[src/rtl/stdout_queue_pkg.sv]
// Shared constants for the stdout queue.
//
// Holds the byte width and the drain FSM state encodings. The encodings are fixed so
// that logic outside this block (for example a debug LED mux) can decode the state.
package stdout_queue_pkg;

  localparam int unsigned DataWidth = 8;

  // Drain FSM state encodings.
  localparam logic [1:0] StIdle  = 2'd0;
  localparam logic [1:0] StStart = 2'd1;
  localparam logic [1:0] StBusy  = 2'd2;

endpackage

[src/rtl/stdout_queue_if.sv]
// Bus bundle between the processor stdout port, the UART transmitter and the stdout queue.
//
// Signals:
//   in_data   stdout byte from the processor, valid while in_en is high
//   in_en     stdout enable level; every rising edge carries one byte
//   tx_data   byte presented to the UART transmitter
//   tx_start  transmit request to the UART
//   tx_ready  UART idle/ready, low while a frame is being sent
//   empty     queue holds no bytes
//   full      queue holds DEPTH bytes
//   level     number of bytes stored
//   overflow  sticky flag, set when a byte is dropped
//
// Modports:
//   master  the surroundings (processor, UART, status readers)
//   slave   the stdout queue itself
interface stdout_queue_if #(
  parameter int unsigned DEPTH = 16
);
  import stdout_queue_pkg::*;

  localparam int unsigned AW = $clog2(DEPTH);

  logic [DataWidth-1:0] in_data;
  logic                 in_en;
  logic [DataWidth-1:0] tx_data;
  logic                 tx_start;
  logic                 tx_ready;
  logic                 empty;
  logic                 full;
  logic [AW:0]          level;
  logic                 overflow;

  modport master (
    output in_data,
    output in_en,
    output tx_ready,
    input  tx_data,
    input  tx_start,
    input  empty,
    input  full,
    input  level,
    input  overflow
  );

  modport slave (
    input  in_data,
    input  in_en,
    input  tx_ready,
    output tx_data,
    output tx_start,
    output empty,
    output full,
    output level,
    output overflow
  );

endinterface

[src/rtl/stdout_queue_sync_fifo.sv]
// Synchronous byte FIFO used by the stdout queue.
//
// DEPTH x 8 storage with a single write port and a single registered read port. Tracks the
// fill level, derives full/empty from it, and keeps a sticky overflow flag for writes that
// arrive while full.
//
// Ports:
//   clk       system clock
//   reset     synchronous active-high reset (pointers, level, overflow, read register)
//   wr_en     write request; ignored (and flagged) when full
//   wr_data   byte to write
//   rd_en     read request; must only be raised when not empty
//   rd_data   registered read data, holds its value until the next read
//   empty     level == 0
//   full      level == DEPTH
//   level     number of stored bytes
//   overflow  sticky, set by a write attempted while full
module stdout_queue_sync_fifo
  import stdout_queue_pkg::*;
#(
  parameter int unsigned DEPTH = 16
) (
  input  logic                   clk,
  input  logic                   reset,
  input  logic                   wr_en,
  input  logic [DataWidth-1:0]   wr_data,
  input  logic                   rd_en,
  output logic [DataWidth-1:0]   rd_data,
  output logic                   empty,
  output logic                   full,
  output logic [$clog2(DEPTH):0] level,
  output logic                   overflow
);

  localparam int unsigned AW = $clog2(DEPTH);

  localparam logic [AW-1:0] PtrOne    = AW'(1);
  localparam logic [AW:0]   LevelOne  = (AW + 1)'(1);
  localparam logic [AW:0]   LevelFull = (AW + 1)'(DEPTH);

  logic [DataWidth-1:0] mem [DEPTH];

  logic [AW-1:0]        wr_ptr_q;
  logic [AW-1:0]        rd_ptr_q;
  logic [AW:0]          level_q;
  logic [AW:0]          level_d;
  logic                 overflow_q;
  logic [DataWidth-1:0] rd_data_q;

  logic wr_ok;
  logic rd_ok;

  assign empty    = (level_q == '0);
  assign full     = (level_q == LevelFull);
  assign level    = level_q;
  assign overflow = overflow_q;
  assign rd_data  = rd_data_q;

  // Full is judged on the current level, so a read in the same cycle does not make room.
  assign wr_ok = wr_en & ~full;
  assign rd_ok = rd_en & ~empty;

  always_comb begin
    level_d = level_q;
    if (wr_ok && !rd_ok) begin
      level_d = level_q + LevelOne;
    end else if (!wr_ok && rd_ok) begin
      level_d = level_q - LevelOne;
    end
  end

  always_ff @(posedge clk) begin
    if (reset) begin
      wr_ptr_q   <= '0;
      rd_ptr_q   <= '0;
      level_q    <= '0;
      overflow_q <= 1'b0;
      rd_data_q  <= '0;
    end else begin
      if (wr_ok) begin
        wr_ptr_q <= wr_ptr_q + PtrOne;
      end
      if (rd_ok) begin
        rd_ptr_q  <= rd_ptr_q + PtrOne;
        rd_data_q <= mem[rd_ptr_q];
      end
      level_q <= level_d;
      if (wr_en && full) begin
        overflow_q <= 1'b1;
      end
    end
  end

  // Storage is not reset; stale bytes are unreachable once the pointers are cleared.
  always_ff @(posedge clk) begin
    if (wr_ok) begin
      mem[wr_ptr_q] <= wr_data;
    end
  end

endmodule

[src/rtl/stdout_queue.sv]
// Byte queue between the processor stdout port and the UART transmitter.
//
// Captures one byte per rising edge of in_en, buffers up to DEPTH bytes and drains them in
// order through the UART start/ready handshake. The processor is never stalled; bytes that
// arrive while the queue is full are dropped and the sticky overflow flag is set.
//
// Ports:
//   clk    system clock, all logic on posedge
//   reset  synchronous active-high reset
//   bus    stdout_queue_if slave modport: in_data/in_en from the processor, tx_data/tx_start
//          to and tx_ready from the UART, plus empty/full/level/overflow status
module stdout_queue
  import stdout_queue_pkg::*;
#(
  parameter int unsigned DEPTH = 16
) (
  input logic           clk,
  input logic           reset,
  stdout_queue_if.slave bus
);

  localparam int unsigned AW = $clog2(DEPTH);

  logic                 prev_en_q;
  logic                 push_req;
  logic                 pop;
  logic [1:0]           state_q;
  logic [1:0]           state_d;
  logic                 tx_start_q;
  logic                 tx_start_d;
  logic [DataWidth-1:0] fifo_rd_data;
  logic                 fifo_empty;
  logic                 fifo_full;
  logic [AW:0]          fifo_level;
  logic                 fifo_overflow;

  // One push per 0->1 transition of the enable level, however long it stays high.
  assign push_req = bus.in_en & ~prev_en_q;

  always_comb begin
    state_d = state_q;
    pop     = 1'b0;
    case (state_q)
      StIdle: begin
        if (!fifo_empty && bus.tx_ready) begin
          pop     = 1'b1;
          state_d = StStart;
        end
      end
      StStart: begin
        // tx_ready falling means the UART has taken the byte.
        if (!bus.tx_ready) begin
          state_d = StBusy;
        end
      end
      StBusy: begin
        if (bus.tx_ready) begin
          state_d = StIdle;
        end
      end
      default: begin
        state_d = StIdle;
      end
    endcase
  end

  // tx_start is registered from the next state so it is high exactly while in StStart.
  assign tx_start_d = (state_d == StStart);

  always_ff @(posedge clk) begin
    if (reset) begin
      prev_en_q  <= 1'b0;
      state_q    <= StIdle;
      tx_start_q <= 1'b0;
    end else begin
      prev_en_q  <= bus.in_en;
      state_q    <= state_d;
      tx_start_q <= tx_start_d;
    end
  end

  // The FIFO read register doubles as the tx_data output: loaded on the pop, held after.
  stdout_queue_sync_fifo #(
    .DEPTH (DEPTH)
  ) u_fifo (
    .clk      (clk),
    .reset    (reset),
    .wr_en    (push_req),
    .wr_data  (bus.in_data),
    .rd_en    (pop),
    .rd_data  (fifo_rd_data),
    .empty    (fifo_empty),
    .full     (fifo_full),
    .level    (fifo_level),
    .overflow (fifo_overflow)
  );

  assign bus.tx_data  = fifo_rd_data;
  assign bus.tx_start = tx_start_q;
  assign bus.empty    = fifo_empty;
  assign bus.full     = fifo_full;
  assign bus.level    = fifo_level;
  assign bus.overflow = fifo_overflow;

endmodule
[src/flat_wrapper.sv]
// flat-port wrapper written by rule: the top's interface ports become plain ports
module stdout_queue_flat import stdout_queue_pkg::*;
#(
  parameter int unsigned DEPTH = 16
)
  (clk, reset, bus_in_data, bus_in_en, bus_tx_ready, bus_tx_data, bus_tx_start, bus_empty, bus_full, bus_level, bus_overflow);
  stdout_queue_if #(.DEPTH(DEPTH)) bus_i ();
  input logic clk;
  input logic reset;
  input wire logic [$bits(bus_i.in_data)-1:0] bus_in_data;
  input wire logic [$bits(bus_i.in_en)-1:0] bus_in_en;
  input wire logic [$bits(bus_i.tx_ready)-1:0] bus_tx_ready;
  output wire logic [$bits(bus_i.tx_data)-1:0] bus_tx_data;
  output wire logic [$bits(bus_i.tx_start)-1:0] bus_tx_start;
  output wire logic [$bits(bus_i.empty)-1:0] bus_empty;
  output wire logic [$bits(bus_i.full)-1:0] bus_full;
  output wire logic [$bits(bus_i.level)-1:0] bus_level;
  output wire logic [$bits(bus_i.overflow)-1:0] bus_overflow;
  assign bus_i.in_data = bus_in_data;
  assign bus_i.in_en = bus_in_en;
  assign bus_i.tx_ready = bus_tx_ready;
  assign bus_tx_data = bus_i.tx_data;
  assign bus_tx_start = bus_i.tx_start;
  assign bus_empty = bus_i.empty;
  assign bus_full = bus_i.full;
  assign bus_level = bus_i.level;
  assign bus_overflow = bus_i.overflow;
  stdout_queue #(.DEPTH(DEPTH)) u_core (.clk(clk), .reset(reset), .bus(bus_i));
endmodule
[config.mk]
export PLATFORM = sky130hd
export DESIGN_NAME = stdout_queue_flat
export DESIGN_NICKNAME = d
export VERILOG_FILES = /design/src/rtl/stdout_queue_pkg.sv /design/src/rtl/stdout_queue_if.sv /design/src/rtl/stdout_queue_sync_fifo.sv /design/src/rtl/stdout_queue.sv /design/src/flat_wrapper.sv
export SDC_FILE = /design/constraint.sdc
export NUM_CORES = 1
export LEC_CHECK = 0
export ABC_AREA = 1
export BUFFER_PORTS_ARGS = -buffer_cell sky130_fd_sc_hd__buf_2
export CORE_MARGIN = 5
export CORE_UTILIZATION = 45
export CTS_BUF_LIST = sky130_fd_sc_hd__clkbuf_8 sky130_fd_sc_hd__clkbuf_16
export DETAILED_ROUTE_END_ITERATION = 8
export GPL_ROUTABILITY_DRIVEN = 0
export SLEW_MARGIN = 20
export SYNTH_ARGS = -nofsm -noshare
export SYNTH_HDL_FRONTEND = slang
export SYNTH_HIERARCHICAL = 1
export SYNTH_SLANG_ARGS = --single-unit
[constraint.sdc]
create_clock -name clk -period 3.07 [get_ports clk]
set_input_delay 0.1535 -clock clk [delete_from_list [all_inputs] [get_ports clk]]
set_output_delay 0.1535 -clock clk [all_outputs]
set_load 0.05 [all_outputs]
# [After elaboration in Yosys (flattened, before gate mapping)]
# Memories as Yosys holds them, arrays and structs flattened. A register that Yosys moved wholly into a read port is not among the register bits.
# Cells that the tools add are included.
[totals] out_inout_bits=17 mem_bits_rw=128 n_memories=1 register_bits=18 in_bits=12 wordCells=42
[mem_list] memory="u_core.u_fifo.mem" words=16 width=8 rd=1 rd_ports_with_merged_regs=1 wr=1 line="stdout_queue_sync_fifo.sv:41" source="logic [DataWidth-1:0] mem [DEPTH];"
[classes] eq_ne=4 addsub=4 n_reduce_logical=10 n_mux=10 bitwise=6
[op_table] op="$mux 5" n=2
[op_table] op="$add 4x1->4 const B" n=2
[op_table] op="$mux 2" n=3
[op_table] op="$pmux 2 s3" n=1
[op_table] op="$add 5x1->5 const B" n=1
[op_table] op="$eq 5x5->1 const B" n=1
[op_table] op="$logic_not 5->1" n=1
[op_table] op="$sub 5x1->5 const B" n=1
[op_table] op="$eq 2x1->1 const B" n=2
[op_table] op="$logic_and 1x1->1" n=4
[op_table] op="$mux 1" n=4
[op_table] op="$and 1x1->1" n=3
[op_table] op="$logic_not 1->1" n=3
[op_table] op="$not 1->1" n=3
[op_table] op="$eq 2x2->1 const B" n=1
[op_table] op="$logic_not 2->1" n=1
[op_table] op="$reduce_bool 2->1" n=1

# [Depth between registers and ports, before layout]
[depth] word_depth=9 depth_mapped=17

# [Hierarchy]
# The synthesis kept the hierarchy.
[modules_own_cells] mod="stdout_queue_sync_fifo" instances=1 area_per_inst_um2=6560.0 seq_area_each_um2=4284.1 cells_per_inst=667
[modules_own_cells] mod="stdout_queue" instances=1 area_per_inst_um2=157.7 seq_area_each_um2=80.1 cells_per_inst=21

# [Worst setup path after synthesis]
# OpenSTA, ideal clock, no wires.
[synth_path] path_kind="reg2reg" start="register u_core.u_fifo.level_q[1], in the netlist u_core/u_fifo/level[1]" end="register u_core.u_fifo.level_q[3], in the netlist u_core/u_fifo/level[3]" required_time_ns=2.955 stages_incl_launch_ff=16 arrival_time_ns=2.703 synth_period_minus_slack_ns=2.819 path_slack_ns=0.251 path_cell_list="dfxtp_1 > inv_1 > nand4_1 > inv_1 > inv_1 > nand2_1 > nor2b_4 > nand2_2 > ha_1 > inv_1 > ha_1 > a21oi_1 > nand2_1 > xor2_1 > o21ai_0 > inv_1"
[synth_via] elab_chain_cells=9
[synth_rtl] element="from (decl)" line="stdout_queue_sync_fifo.sv:45" source="logic [AW:0] level_q;"
[synth_rtl] element="from (signal assigned)" line="stdout_queue_sync_fifo.sv:87" source="level_q <= level_d;"
[synth_rtl] element="$logic_not 5->1 (*)" line="stdout_queue_sync_fifo.sv:53" source="assign empty = (level_q == '0);"
[synth_rtl] element="named net bus_empty" line="flat_wrapper.sv:15" source="output wire logic [$bits(bus_i.empty)-1:0] bus_empty;"
[synth_rtl] element="$logic_not 1->1 (*)" line="stdout_queue.sv:45" source="if (!fifo_empty && bus.tx_ready) begin"
[synth_rtl] element="$logic_and 1x1->1 (*)" line="stdout_queue.sv:45"
[synth_rtl] element="$mux 1 (*)" line="stdout_queue.sv:45"
[synth_rtl] element="$mux 1 (*)" line="stdout_queue.sv:43" source="case (state_q)"
[synth_rtl] element="named net u_core.pop" line="stdout_queue.sv:26" source="logic pop;"
[synth_rtl] element="$and 1x1->1 (*)" line="stdout_queue_sync_fifo.sv:61" source="assign rd_ok = rd_en & ~empty;"
[synth_rtl] element="$logic_not 1->1" line="stdout_queue_sync_fifo.sv:65" source="if (wr_ok && !rd_ok) begin"
[synth_rtl] element="$logic_and 1x1->1" line="stdout_queue_sync_fifo.sv:65"
[synth_rtl] element="$mux 5 / $reduce_bool 2->1 (equally long branches)"
# The timed path passes the listed nets; every way through them passes the cells marked *. The select of a mux whose other input is x is not followed.
# A chain may end at the register's enable or synchronous reset.

# [Worst setup path after layout]
[layout_path] start="register u_core.u_fifo.level_q[0], in the netlist u_core/u_fifo/level[0]" end="register u_core.u_fifo.level_q[4], in the netlist u_core/u_fifo/level[4]"
[layout_via] elab_chain_cells=9
[layout_rtl] element="$logic_not 5->1 (*)" line="stdout_queue_sync_fifo.sv:53"
[layout_rtl] element="$logic_not 1->1 (*)" line="stdout_queue.sv:45"
[layout_rtl] element="$logic_and 1x1->1 (*)" line="stdout_queue.sv:45"
[layout_rtl] element="$mux 1 (*)" line="stdout_queue.sv:45"
[layout_rtl] element="$mux 1 (*)" line="stdout_queue.sv:43"
[layout_rtl] element="named net u_core.pop" line="stdout_queue.sv:26"
[layout_rtl] element="$and 1x1->1 (*)" line="stdout_queue_sync_fifo.sv:61"
[layout_rtl] element="$logic_not 1->1" line="stdout_queue_sync_fifo.sv:65"
[layout_rtl] element="$logic_and 1x1->1" line="stdout_queue_sync_fifo.sv:65"
[layout_rtl] element="$mux 5 / $reduce_bool 2->1 (equally long branches)"
# Marked as above.

==> summary.md <==
| Metric | Value |
|---|---|
| Status | complete, no violations |
| Maximum fanout along the worst path | 8 |
| Layout cells sized above 1 | 0.101 |
| Net Switching | ~2.4 mW |
| Fillcell total | 1,307 |
| Detailed placement HPWL | roughly 9200 um |
| Slowest CP cell | fa_1 |
| Pin count of the biggest net entering global routing | 66 |
| Arrival time at the worst endpoint | 2.82 ns |
| First-pass GRT wire length | roughly 24,000 um |
| Hold Startpoint | bus_in_data[5] |
| N_diodes | 0 |
| Max-slew violations | 0 |
| CTS tree | done |
| Clock Path Buffers | 2 |
| Die X | roughly 130 um |
| WHS | 0.125 ns |
| Cell variety after synth | 26 |
| RR Startpoint | u_core/u_fifo/level[0] |
| Sequential fraction of the synthesis area | 0.650 |
| Final setup viols | 0 |
| Nets | ~740 |
| DR iter-0 viols | roughly 420 |
| R2r worst-path depth | 16 |
| Max H-tree Level | 4 |
| Final Skew | ~0.0075 ns |
| RSZ-0062 raised after global routing | false |
| Remaining antenna violation count | 0 |
| Routed length per instance | between 15 and 20 um |
| Vias in the first global route | 4,389 |
| Max Freq | just under 400 MHz |
| Mapped Area | ~6700 um^2 |
| Endpoint class of the critical path | flip-flop |
| Chip Height | between 100 and 150 um |
| Worst-path cell chain | nor2_1 -> nand4_1 -> inv_1 -> inv_1 -> nand2_1 -> nor2b_4 -> nand2_2 -> ha_1 -> inv_1 -> fa_1 -> a21oi_1 -> nor2_1 -> o21bai_1 -> nand2_1 -> nand2_1 -> a21oi_1 |
| Cell count of the worst hold path | 1 |
| Core area | approximately 15,000 um^2 |
| Max-cap violation count | 0 |
| Leak | 3.27 nW |
| Pwr dens | between 800 and 900 nW/um^2 |
| WS Path Type | flip-flop to flip-flop |
| Gate power share | 0.312 |
| Switching share of power | 0.364 |
| CP required | between 3 and 4 ns |
| Period utilization | 0.822 |
| Rel. slew slack | 0.365 |
| Max incr delay on CP | 0.42 ns |
| PortBufs | 28 |
| Residual DRC | 0 |
| Clk_lat worst skew | 0.42 ns |
| Drt pass-1 iters | 5 |
| Hold Violations, Final | 0 |
| CP startpoint kind | flip-flop |
| Tightest Hold Check Type | primary input to flip-flop |
| Setup TNS | 0 ns |
| Synthesized Nets | slightly above 700 |
| Die ar. | between 15,000 and 20,000 um^2 |
| Post-layout min period | 2.52 ns |
| Worst slew pin tran | about 0.95 ns |
| Syn Area/Cell | a little under 10 um^2 |
| Clock root buffer | clkbuf_16 |
| R2R Path End | u_core/u_fifo/level[4] |
| DR vias/cell | approximately 5 |
| P&R area growth vs syn | 13.4% |
| Worst ir drop on vdd | about 0.00047 V |
| P_int | between 4 and 5 mW |
| Ports | 29 |
| Grt ovf | 0 |
| Via count | between 4,000 and 5,000 |
| Flop pwr share | 0.375 |
| Num CTS Buffers | 17 |
| Row count | 44 |
| Warnings, synthesis | 6 |
| Worst-path clk slew | approximately 0.06 ns |
| FF-to-FF setup slack | 0.55 ns |
| Clock sinks | 154 |
| Initial Util | 0.460 |
| Clock share of power | 0.313 |
| Routed wire length | ~15,000 um |
| Hold Path End | u_core/u_fifo/mem[3][5] |
| Gr usage total | 0.176 |
| #FFs+latches synth | roughly 150 |
| Mapped Cells | 688 |
| Initial antenna violation count | 0 |
how the worst max path moves through the flow:
stage	to	slack [ns]	startpoint
2_1_floorplan	u_core/u_fifo/level[3]	0.25	u_core/u_fifo/level[1]
3_3_place_gp	u_core/u_fifo/level[4]	0.67	u_core/u_fifo/level[0]
3_5_place_dp	u_core/u_fifo/level[4]	0.58	u_core/u_fifo/level[0]
4_1_cts	u_core/u_fifo/level[4]	0.55	u_core/u_fifo/level[0]
5_1_grt	u_core/u_fifo/level[4]	0.36	u_core/u_fifo/level[0]
6_report	u_core/u_fifo/level[4]	0.55	u_core/u_fifo/level[0]
final cells by class:
class / instances / area, um^2 / area share
Inverter: 97 / 364 / 0.0478
Clock inverter: 15 / 159 / 0.0209
Sequential cell: 154 / 4370 / 0.573
Clock buffer: 17 / 425 / 0.0558
Timing Repair Buffer: 41 / 243 / 0.0319
Multi-Input combinational cell: 408 / 1830 / 0.241
Tap cell: 184 / 230 / 0.0302
through the flow:
step                      instance area, um^2  utilization  power, mW  cells  setup slack [ns]
final                                    7620        0.522       6.63    916             0.547
after floorplan                          6720            -       4.11    688             0.251
after global routing                     7620        0.522       7.02    916             0.357
after global placement                   7020        0.481       4.55    882             0.666
after CTS                                7620        0.522       6.68    916             0.551
after detailed placement                 7020        0.481       4.59    882             0.584
power by group through the flow:
stage	logic, mW	registers [mW]	clock network, mW
CTS	2.07	2.49	2.11
floorplan	1.31	2.80	0
finish	2.07	2.49	2.08
global placement	2.03	2.52	0
global route	2.30	2.50	2.22
detailed placement	2.06	2.53	0
flip-flops by register name (all words and copies together), names as in the netlist:
signal / count
u_core/bus.tx_start: 1
u_core/prev_en_q: 1
u_core/state_q: 2
u_core/u_fifo/level: 5
u_core/u_fifo/mem: 128
u_core/u_fifo/overflow: 1
u_core/u_fifo/rd_data: 8
u_core/u_fifo/rd_ptr_q: 4
u_core/u_fifo/wr_ptr_q: 4
logic make-up after synthesis:
| logic type | count (synthesis) | synth area share |
|---|---|---|
| xor gates and xnor gates | 6 | 0.00782 |
| AOI/OAI and AO/OA | 16 | 0.0134 |
| buffers and inverters | 126 | 0.0775 |
| adders and majority gates | 10 | 0.0197 |
| and+or+nand+nor | 376 | 0.232 |
| DFF | 154 | 0.650 |
synthesized netlist by cell type, drive strengths merged:
cell type,number,area [um^2]
clkinv,2,7.51
edfxtp,128,3840
a21oi,9,45.0
fa,1,20.0
nand2,227,857
o21bai,1,7.51
a211oi,3,22.5
nor3b,2,15.0
xnor2,1,8.76
nor2,51,194
xor2,5,43.8
nand4,2,12.5
nor3,1,5.00
ha,9,113
dfxtp,26,521
nor2b,1,13.8
nand3,92,460
inv,95,357
o21ai,3,15.0
buf,25,141
clkbuf,4,15.0
worst max-delay path, delay by kind of cell, from the launching register on:
family / cells / cell delay [ns]
buffers and inverters: 3 / 0.26
and+or+nand+nor: 8 / 0.78
DFF: 1 / 0.37
adders and majority gates: 2 / 0.63
AOI/OAI and AO/OA: 3 / 0.35
placed cells by master, fill, tap and decap left out, types with 2 or more instances in the layout:
| master | n |
|---|---|
| nand2_1 | 225 |
| a21oi_1 | 9 |
| nand4_1 | 2 |
| edfxtp_1 | 128 |
| dlygate4sd3_1 | 2 |
| ha_1 | 9 |
| buf_4 | 11 |
| inv_2 | 4 |
| nand2_2 | 2 |
| buf_2 | 28 |
| bufinv_16 | 3 |
| a211oi_1 | 3 |
| nor3b_1 | 2 |
| clkinvlp_4 | 5 |
| clkbuf_16 | 17 |
| dfxtp_1 | 25 |
| nor2_1 | 50 |
| nand3_1 | 92 |
| clkinv_1 | 6 |
| inv_1 | 93 |
| xor2_1 | 5 |
| o21ai_0 | 3 |
timing repair:
action / CTS / global route
setup buffers: 0 / 0
resized for setup: 0 / 0
hold buffers: 2 / 0
hold endpoints to repair: 2 / 0
routing by layer:
layer / routed length [um] / up-vias / global-route usage
met3: 683 / 26 / 0.0385
li1: - / 2278 / -
met4: 341 / 0 / 0.0662
met2: 7010 / 108 / 0.277
met1: 6890 / 2156 / 0.242
met5: 0 / - / 0
Note: power is estimated with default switching activity, not from simulation.
